## src/rtl/cheshire_eoc_mon.sv

```systemverilog
// End-of-computation monitor: snoops register writes to per-channel EOC words and reports
// completion, pass/fail from the latched exit codes, or a global timeout.
module cheshire_eoc_mon #(
    parameter int unsigned NumChannels = 4,
    parameter logic [63:0] BaseAddr    = 64'h0300_0004,
    parameter int unsigned CntWidth    = 32
) (
    input  logic                      clk_i,
    input  logic                      rst_i,
    input  logic                      start_i,
    input  logic [CntWidth-1:0]       timeout_i,
    input  logic                      wr_valid_i,
    input  logic [63:0]               wr_addr_i,
    input  logic [31:0]               wr_data_i,
    input  logic [3:0]                wr_strb_i,
    output logic [NumChannels-1:0]    ch_done_o,
    output logic [NumChannels*31-1:0] exit_code_o,
    output logic                      done_o,
    output logic                      pass_o,
    output logic                      timeout_o,
    output logic                      busy_o
);

    typedef enum logic [1:0] {
        IDLE,
        ARMED,
        DONE,
        TIMEOUT
    } state_e;

    state_e                    state_q, state_d;
    logic [CntWidth-1:0]       cnt_q, cnt_d;
    logic [NumChannels-1:0]    ch_done_q, ch_done_d;
    logic [NumChannels*31-1:0] exit_code_q, exit_code_d;
    logic                      done_q, done_d;
    logic                      pass_q, pass_d;
    logic                      timeout_q, timeout_d;
    logic                      busy_q, busy_d;
    logic [NumChannels-1:0]    hit;
    logic                      expire;

    // A write retires channel k only while armed, with full strobes, the EOC bit set,
    // and only the first time (first EOC wins).
    always_comb begin
        hit = '0;
        for (int k = 0; k < NumChannels; k++) begin
            if (state_q == ARMED && wr_valid_i && wr_strb_i == 4'hF && wr_data_i[0] &&
                wr_addr_i == BaseAddr + 64'(4 * k) && !ch_done_q[k]) begin
                hit[k] = 1'b1;
            end
        end
    end

    assign expire = (timeout_i != '0) && (cnt_q == timeout_i - CntWidth'(1));

    always_comb begin
        // NOTE: every signal gets its hold value first so no path can infer a latch.
        state_d     = state_q;
        cnt_d       = cnt_q;
        ch_done_d   = ch_done_q;
        exit_code_d = exit_code_q;

        if (start_i) begin
            state_d     = ARMED;
            cnt_d       = '0;
            ch_done_d   = '0;
            exit_code_d = '0;
        end else if (state_q == ARMED) begin
            cnt_d     = (&cnt_q) ? cnt_q : cnt_q + CntWidth'(1);
            ch_done_d = ch_done_q | hit;
            for (int k = 0; k < NumChannels; k++) begin
                if (hit[k]) begin
                    exit_code_d[31*k +: 31] = wr_data_i[31:1];
                end
            end
            // Completion beats a same-cycle expiry.
            if (&ch_done_d) begin
                state_d = DONE;
            end else if (expire) begin
                state_d = TIMEOUT;
            end
        end

        // NOTE: status flags are decoded from the next state so the registered outputs
        // change on the same edge as the state itself.
        busy_d    = (state_d == ARMED);
        done_d    = (state_d == DONE);
        timeout_d = (state_d == TIMEOUT);
        pass_d    = done_d && (exit_code_d == '0);
    end

    // NOTE: sequential state uses non-blocking assignments only; reset clears everything.
    always_ff @(posedge clk_i or posedge rst_i) begin
        if (rst_i) begin
            state_q     <= IDLE;
            cnt_q       <= '0;
            ch_done_q   <= '0;
            exit_code_q <= '0;
            done_q      <= 1'b0;
            pass_q      <= 1'b0;
            timeout_q   <= 1'b0;
            busy_q      <= 1'b0;
        end else begin
            state_q     <= state_d;
            cnt_q       <= cnt_d;
            ch_done_q   <= ch_done_d;
            exit_code_q <= exit_code_d;
            done_q      <= done_d;
            pass_q      <= pass_d;
            timeout_q   <= timeout_d;
            busy_q      <= busy_d;
        end
    end

    assign ch_done_o   = ch_done_q;
    assign exit_code_o = exit_code_q;
    assign done_o      = done_q;
    assign pass_o      = pass_q;
    assign timeout_o   = timeout_q;
    assign busy_o      = busy_q;

endmodule
```

## config.mk

```make
export PLATFORM = sky130hd
export DESIGN_NAME = cheshire_eoc_mon
export DESIGN_NICKNAME = d
export VERILOG_FILES = /design/src/rtl/cheshire_eoc_mon.sv
export SDC_FILE = /design/constraint.sdc
export NUM_CORES = 1
export LEC_CHECK = 0
export CORE_UTILIZATION = 48
export DETAILED_ROUTE_END_ITERATION = 10
export GPL_TIMING_DRIVEN = 1
export PLACE_DENSITY_LB_ADDON = 0.12
export SYNTH_ARGS = -nofsm -noshare
export SYNTH_HDL_FRONTEND = slang
export SYNTH_SLANG_ARGS = --single-unit
```

## constraint.sdc

```tcl
create_clock -name clk_i -period 7 [get_ports clk_i]
set_input_delay 1.4 -clock clk_i [delete_from_list [all_inputs] [get_ports clk_i]]
set_output_delay 1.4 -clock clk_i [all_outputs]
set_load 0.02 [all_outputs]
```

## After elaboration in Yosys (flattened, before gate mapping)

Index checks and enable logic that the tools add are counted.

- Output and inout bits: 132
- Bits in read-only memories: 0
- Bits in writable memories: 0
- Input bits: 136
- Word-level logic and storage cells: 64
- Bits in latches: 0
- Memories: 0
- Flip-flop bits (word level): 166

- Eq/ne operators: 11
- $add $sub $neg: 2
- Mux-type cells: 19
- Order comparisons: 0
- Bitwise operators: 1
- Shift-type cells: 0
- $mul: 0
- Divide/modulo/power cells: 0
- Reduce and logical (&&, ||, !) cells: 23

Operators by type and width:

| cell | count |
|---|---|
| equality test 64 x 26 -> 1 bit (second input constant) | 4 |
| 2-to-1 mux 124 bit | 2 |
| zero test 124 bit | 1 |
| 2-to-1 mux 31 bit | 4 |
| 2-to-1 mux 32 bit | 3 |
| adder 32 x 1 -> 32 bit (second input constant) | 1 |
| equality test 32 bit | 1 |
| AND reduction 32 bit | 1 |
| nonzero test 32 bit | 1 |
| subtractor 32 x 1 -> 32 bit (second input constant) | 1 |
| logical AND 1 bit | 13 |
| 2-to-1 mux 2 bit | 4 |
| 2-to-1 mux 4 bit | 2 |
| equality test 2 x 1 -> 1 bit (second input constant) | 2 |
| equality test 2 bit (second input constant) | 2 |
| equality test 4 bit (second input constant) | 1 |
| zero test 1 bit | 4 |
| 2-to-1 mux 1 bit | 4 |
| bitwise OR 4 bit | 1 |
| AND reduction 4 bit | 1 |
| != test 2 bit (second input constant) | 1 |
| AND reduction 2 bit | 1 |
| nonzero test 2 bit | 1 |

## Depth between registers and ports, before layout

Gate-level depths: netlist of run 1.

- Depth in word-level cells: 14
- Mapped depth: 11
- Gate-level depth less buffers: 10

## Least setup slack after synthesis of run 1

Ideal clock, no wire load.

- Kind: input to register
- Start point: input port timeout_i[19]
- End point: register busy_q, in the netlist busy_o
- Stages on the path: 8
- Library setup time: 119 ps
- Arrival time: 3967 ps
- Data required time: 6881 ps
- Path slack: 2914 ps
- Path buffers: 0
- Path through: or4_4 -> or3_1 -> or4_1 -> a21oi_1 -> a311oi_1 -> or3_1 -> or4_4 -> a21o_2

- Word-level cells in the longest chain between the ends: 8
- Elaborated cells on any way between the ends: 9
- Those cells by class: 1 x add/sub; 2 x eq/ne; 4 x mux; 2 x reduce/logical

RTL lines:

| what | line | RTL |
|---|---|---|
| start: declaration | 11 | `input logic [CntWidth-1:0] timeout_i,` |
| subtractor 32 x 1 -> 32 bit | 54 | `assign expire = (timeout_i != '0) && (cnt_q == timeout_i - CntWidth'(1));` |
| equality test 32 bit | 54 |  |
| logical AND 1 bit * | 54 |  |
| 2-to-1 mux 2 bit * | 79 | `end else if (expire) begin` |
| 2-to-1 mux 2 bit * | 77 | `if (&ch_done_d) begin` |
| 2-to-1 mux 2 bit * | 68 | `end else if (state_q == ARMED) begin` |
| 2-to-1 mux 2 bit * | 63 | `if (start_i) begin` |
| equality test 2 x 1 -> 1 bit * | 86 | `busy_d = (state_d == ARMED);` |
| named net busy_d | 38 | `logic busy_q, busy_d;` |
| end signal: assignment | 111 | `busy_q <= busy_d;` |
| end: declaration | 38 |  |

Mark *: on every way through the listed nets, which the timed path passes. The rest lies on a longest branch.
A chain may end at the register's enable or synchronous reset.

## Worst setup path after layout of run 1

- Start point: input port wr_addr_i[1]
- End point: register pass_q, in the netlist pass_o

- Word-level cells in the longest chain between the ends: 11
- Elaborated cells on any way between the ends: 30
- Those cells by class: 5 x eq/ne; 13 x mux; 1 x bitwise; 11 x reduce/logical

RTL lines:

| what | line | RTL |
|---|---|---|
| start: declaration | 13 | `input logic [63:0] wr_addr_i,` |
| equality test 64 x 26 -> 1 bit | 48 | `wr_addr_i == BaseAddr + 64'(4 * k) && !ch_done_q[k]) begin` |
| logical AND 1 bit | 47 | `if (state_q == ARMED && wr_valid_i && wr_strb_i == 4'hF && wr_data_i[0] &&` |
| logical AND 1 bit | 48 |  |
| 2-to-1 mux 1 bit | 47 |  |
| bitwise OR 4 bit | 70 | `ch_done_d = ch_done_q \| hit;` |
| AND reduction 4 bit | 77 |  |
| 2-to-1 mux 2 bit | 77 |  |
| 2-to-1 mux 2 bit | 68 |  |
| 2-to-1 mux 2 bit | 63 |  |
| equality test 2 bit | 87 | `done_d = (state_d == DONE);` |
| logical AND 1 bit * | 89 | `pass_d = done_d && (exit_code_d == '0);` |
| named net pass_d | 36 | `logic pass_q, pass_d;` |
| end signal: assignment | 109 | `pass_q <= pass_d;` |
| end: declaration | 36 |  |

Marked as above.

==> impl_metrics.csv, run 1 <==
group,metric,value,unit
outcome,outcome,"complete, no violations",
floorplanning,initial_core_util,0.4921,
logic_synthesis,syn_area,8870,um2
finish,fin_nets,1446,
grt,overflow,0,
sta,clock.fmax,219.3,MHz
sta,finalCritPeriodShare,0.6514,
detailed_routing,drt-total-wl,30.54,mm
place,post_dp_cell_area,11690,um2
clock_network,clk_path_buf_depth,2,
critical_path,cp_max_fo,32,
detailed_routing,route.detailed.drc,0,
floorplanning,row_count,49,
logic_synthesis,postSynthAreaPerCell,8.297,um2
clock_network,cts_inserted_buffers,17,
hold_path,hold_class,"reg2reg",
place,place.gp.congestion,0.9966,
grt,grt_max_degree,114,
sta,finalHoldViolCount,0,
detailed_routing,detail-route-antenna-nets,0,
sta,rsz0062_at_grt,"no",
finish,final_area,12230,um2
logic_synthesis,postSynthCellCount,1069,
pwr,power_density,165.0,nW/um2
critical_path,crit_family,"simple AND/OR/NAND/NOR gates",
logic_synthesis,synth_fp_nets,1207,
critical_path,setup.worst_path.start_class,"input port",
logic_synthesis,async_flop_share,1.000,
place,post-dp-hpwl,21.82,mm
place,io_buffers,267,
floorplanning,die_h,137.9,um
finish,layout_commonest_cell,"nand2_1",
detailed_routing,routedWlPerCell,19.72,um
finish,area_growth,37.85,%
logic_synthesis,synth-edff-count,0,
floorplanning,core_area,18020,um2
critical_path,critPathBufInv,1,
critical_path,crit_type,"in2reg",
clock_network,cts_tree,"built",
sta,relSlewSlack,0.1612,
finish,drive_above_1_share,0.03788,
grt,track_usage,0.3219,
grt,grt_first_pass_wirelength,45.68,mm
detailed_routing,first_pass_iters,5,
critical_path,path_cells,"clkdlybuf4s50_1 -> nor4b_1 -> nand4_1 -> nor3_1 -> and3_1 -> o21ai_0 -> o311ai_0 -> a211oi_1 -> and4_1",
detailed_routing,vias,9106,
clock_network,clkLatencyLatePin,0.43,ns
sta,skew,0.01665,ns
finish,fill_cells,1545,
finish,final_cell_mix,"290 x nand2_1, 266 x clkdlybuf4s50_1, 166 x dfrtp_1",
clock_network,hold_buffers,0,
detailed_routing,viasPerCell,5.879,
detailed_routing,drt_iter0_markers,705,
logic_synthesis,ys_types,47,
critical_path,cp-end-kind,"flop",
clock_network,postCtsSetupRepairBufs,0,
floorplanning,die_x,137.9,um
sta,fin_crit,4.559,ns
critical_path,critical_path_required,7.31,ns
sta,slew_viol_final,0,
critical_path,cp_slowest_cell,"and3_1",
critical_path,cp_num_cells,9,
clock_network,cts_resized,0,
logic_synthesis,yosysSeqAreaShare,0.4683,
sta,setup_violations,0,
finish,diodes,0,
clock_network,clk_pin_slew_worst_paths,0.06,ns
pwr,ir_drop,0.1672,mV
floorplanning,io_pins,268,
critical_path,rr_worst_depth,8,
hold_path,min_path_cells,2,
critical_path,crit_path_max_incr_delay,1.09,ns
logic_synthesis,yosys_warnings,0,
critical_path,r2r_slack,3.22,ns
floorplanning,die-area,19030,um2
clock_network,htree_num_levels,4,
sta,tightest_slew,1.254,ns
sta,setup_tns,0,ns
critical_path,worstPathArrival,4.87,ns
logic_synthesis,synth-seq-cells,166,
job,cap_violations,0,
pwr,leakage,4.680,nW
logic_synthesis,synth_flop_cell,"dfrtp_1",
grt,grt_pass1_vias,8498,
grt,antenna_found_initial,0,
clock_network,clock-root-buffer,"clkbuf_16",
clock_network,numClockSinks,166,
[flip-flops by register name (all words and copies together) (netlist names)]
register     count
exit_code_o    124
cnt_q           32
ch_done_o        4
state_q          2
busy_o           1
done_o           1
pass_o           1
timeout_o        1
[through the flow]
stage / std cells / power, W / util / hold slack (ns) / worst slack [ns]
5_1_grt: 1549 / 0.002078 / 0.6783 / 0.5584 / 2.061
2_1_floorplan: 1069 / 0.001047 / - / 0.5023 / 1.110
6_report: 1549 / 0.002017 / 0.6783 / 0.5378 / 2.441
3_3_place_gp: 1518 / 0.001177 / 0.6485 / 0.5123 / 2.138
4_1_cts: 1549 / 0.002024 / 0.6783 / 0.5399 / 2.448
3_5_place_dp: 1518 / 0.001177 / 0.6485 / 0.5301 / 2.022
[path summary, 6_finish.rpt]
kind,from,end
worst max register to register,state_q[0],pass_o
min in group asynchronous,rst_i,state_q[0]
max in group asynchronous,rst_i,exit_code_o[99]
worst min register to register,exit_code_o[119],exit_code_o[119]
worst max-delay path,wr_addr_i[1],pass_o
worst min-delay path,exit_code_o[119],exit_code_o[119]
[Yosys cell counts (all sizes together), types with 2 or more instances]
master	count	area share
mux2i	2	0.0023
nor4b	9	0.0089
nand3	21	0.012
nand4b	2	0.0020
nand3b	12	0.010
or3	16	0.011
nor2	69	0.029
or4	15	0.014
ha	2	0.0028
nand2	290	0.12
nor3b	3	0.0025
o211ai	5	0.0042
o2111ai	2	0.0020
nand4	31	0.022
xnor2	37	0.037
nor3	27	0.015
dfrtp	166	0.47
nor2b	6	0.0042
a2111oi	4	0.0039
a311oi	3	0.0030
a211oi	3	0.0025
buf	3	0.0013
clkbuf	52	0.022
and3	13	0.0092
a21o	3	0.0027
a31oi	5	0.0035
o311ai	2	0.0020
nor4	54	0.039
and2	7	0.0049
a21oi	136	0.077
nand2b	2	0.0014
o21ai	15	0.0085
xor2	30	0.030
inv	7	0.0030
and4	6	0.0059
[worst min-delay path, stage by stage (launching register included)]
cell and delay (ns):
dfrtp_1 0.39, nand2_1 0.06, a21oi_1 0.05
[area by class of cell]
class                           count  area, um2  area share
Multi-Input combinational cell    841       4488      0.3671
Sequential cell                   166       4154      0.3397
Timing Repair Buffer              275       2730      0.2233
Clock buffer                       20      456.7     0.03735
Tap cell                          229      286.5     0.02343
Clock inverter                     11      80.08    0.006549
Inverter                            7      31.28    0.002558
[per-layer routing]
layer | GRT usage | routed length (um) | vias to the layer above | part of all wire
li1 | - | - | 4240 | -
met1 | 0.4062 | 12090 | 4376 | 0.40
met2 | 0.5294 | 14970 | 415 | 0.49
met3 | 0.07164 | 2497 | 75 | 0.082
met4 | 0.1407 | 991 | 0 | 0.032
met5 | 0 | 0 | - | 0
[power by group]
part	internal [W]	total (W)	switching, W
sequential	0.000961	0.000963	0.00000271
clock	0.000470	0.000856	0.000386
combinational	0.0000908	0.000197	0.000107
total	0.00152	0.00202	0.000495
[cells by family after synthesis]
family          Yosys count  share of synthesized area
mux                       2                   0.002257
fa+ha+maj                 2                   0.002821
simple gates            586                     0.3170
buf+inv                  62                    0.02624
flops                   166                     0.4683
compound gates          184                     0.1172
xor+xnor                 67                    0.06616
No activity file was read; power rests on OpenSTA's default activity.
==> run 2: changes to the inputs <==
- clock period: 7 -> 4.29 ns (I/O delays scaled with it)
==> impl_metrics.csv, run 2 (synthesis results as in run 1) <==
group,metric,value,unit
finish,diodes,0,
pwr,leakage,4.899,nW
detailed_routing,viasPerCell,5.859,
detailed_routing,drt_iter0_markers,715,
critical_path,crit_type,"in2reg",
critical_path,worstReg2RegStart,"state_q[0]",
finish,final_cell_mix,"290 x nand2_1, 266 x clkdlybuf4s50_1, 166 x dfrtp_1",
grt,grt_first_pass_wirelength,47.45,mm
sta,finalHoldViolCount,0,
clock_network,clk_path_buf_depth,2,
critical_path,critPathLaunch,"timeout_i[20]",
job,cap_violations,0,
sta,rsz0062_at_grt,"no",
pwr,power_density,280.7,nW/um2
pwr,power_switching,0.0008690,W
pwr,pwr-share-seq,0.445,
grt,overflow,0,
critical_path,crit_path_max_incr_delay,0.53,ns
sta,relSlewSlack,0.3532,
detailed_routing,drt-total-wl,31.20,mm
floorplanning,die-area,19030,um2
detailed_routing,route.detailed.drc,0,
place,place.gp.congestion,0.8927,
critical_path,crit_family,"simple AND/OR/NAND/NOR gates",
critical_path,cp_slowest_cell,"or4_4",
sta,slew_viol_final,0,
hold_path,hold_start,"exit_code_o[59]",
critical_path,cp-end-kind,"flop",
critical_path,worstPathArrival,4.08,ns
pwr,p_comb_frac,0.098,
detailed_routing,routedWlPerCell,19.67,um
clock_network,clkLatencyLatePin,0.43,ns
sta,tightest_slew,0.9702,ns
floorplanning,row_count,49,
critical_path,path_cells,"clkdlybuf4s50_1 -> or4_4 -> or3_1 -> or4_1 -> a21oi_1 -> a311oi_1 -> or3_1 -> or4_4 -> a221oi_2",
sta,setup_tns,0,ns
clock_network,clk_pin_slew_worst_paths,0.07,ns
clock_network,cts_tree,"built",
grt,grt_max_degree,95,
critical_path,critical_path_required,4.63,ns
grt,track_usage,0.3326,
critical_path,setup.worst_path.start_class,"input port",
critical_path,critPathBufInv,1,
place,io_buffers,267,
clock_network,postCtsSetupRepairBufs,0,
sta,finalCritPeriodShare,0.8716,
floorplanning,core_area,18020,um2
clock_network,cts_inserted_buffers,17,
hold_path,hold_class,"reg2reg",
sta,worst_hold_slack,0.5240,ns
floorplanning,die_x,137.9,um
outcome,outcome,"complete, no violations",
finish,drive_above_1_share,0.06485,
clock_network,clock-root-buffer,"clkbuf_16",
clock_network,numClockSinks,166,
finish,area_growth,41.88,%
clock_network,hold_buffers,0,
detailed_routing,first_pass_iters,5,
clock_network,cts_resized,0,
sta,clock.fmax,267.4,MHz
clock_network,htree_num_levels,4,
finish,largest_reg_flops,124,
finish,fin_nets,1482,
grt,antenna_found_initial,0,
floorplanning,die_h,137.9,um
finish,layout_commonest_cell,"nand2_1",
pwr,ir_drop,0.2859,mV
sta,fin_crit,3.739,ns
critical_path,cp_max_fo,4,
sta,setup_violations,0,
pwr,clockPowerShare,0.457,
place,post-dp-hpwl,22.62,mm
pwr,power.internal,0.002663,W
detailed_routing,detail-route-antenna-nets,0,
pwr,p_sw_frac,0.2460,
floorplanning,io_pins,268,
sta,skew,0.009596,ns
floorplanning,initial_core_util,0.4921,
detailed_routing,vias,9293,
grt,grt_pass1_vias,8754,
[run 2: cell types whose count changed in the layout (fill, tap and decap cells not counted), sizes merged]
cell,change
clkinv,-4
clkinvlp,-1
clkbuf,-3
buf,+36
bufinv,+3
inv,+6
[run 2: worst paths after layout]
| path | slack, ns | end | cells after the start |
|---|---|---|---|
| max | 0.55 | state_q[1] | 9 |
| min | 0.52 | exit_code_o[59] | 2 |
| max reg2reg | 0.98 | pass_o | 8 |
| min reg2reg | 0.52 | exit_code_o[59] | 2 |
| max in group asynchronous | 2.53 | exit_code_o[103] | 3 |
| min in group asynchronous | 0.86 | state_q[1] | 2 |
[run 2: per-stage QoR]
step / utilization / instances / setup slack [ns] / power [W] / area (um2)
after floorplan: - / 1069 / 0.7461 / 0.001709 / 8874
after global routing: 0.6982 / 1586 / 0.3517 / 0.003624 / 12580
final: 0.6982 / 1586 / 0.5509 / 0.003532 / 12580
after global placement: 0.6642 / 1554 / 0.1380 / 0.001945 / 11970
after detailed placement: 0.6642 / 1554 / 0.1046 / 0.001944 / 11970
after CTS: 0.6982 / 1586 / 0.5576 / 0.003540 / 12580
[run 2: final cells by class]
cell class              count  area (um2)
inverters                   7       30.03
clock inverters            15       187.7
flip-flops and latches    166        4154
repair buffers            311        3013
multi-input cells         841        4488
fillers                  1504        5440
well taps                 229       286.5
clock buffers              17       425.4
[run 2: power groups by stage]
stage / clock (W) / combinational, W / sequential [W]
2_1_floorplan: 0 / 0.000109 / 0.00160
3_3_place_gp: 0 / 0.000345 / 0.00160
3_5_place_dp: 0 / 0.000343 / 0.00160
4_1_cts: 0.00162 / 0.000345 / 0.00157
5_1_grt: 0.00168 / 0.000372 / 0.00157
6_report: 0.00161 / 0.000347 / 0.00157
[run 2: worst register-to-register path: stages, from the launching register on]
cell      delay [ns]
dfrtp_1         0.39
nor2b_1         0.51
nand4_1         0.20
nor4_1          0.57
nand3_1         0.25
or3b_2          0.52
or3_1           0.38
a211oi_1        0.21
and4_1          0.20
[run 2: per-layer routing]
metal	part of all wire	track usage
met5	0	0
met1	0.39	0.4168
met3	0.087	0.07785
met4	0.028	0.1129
met2	0.49	0.5625
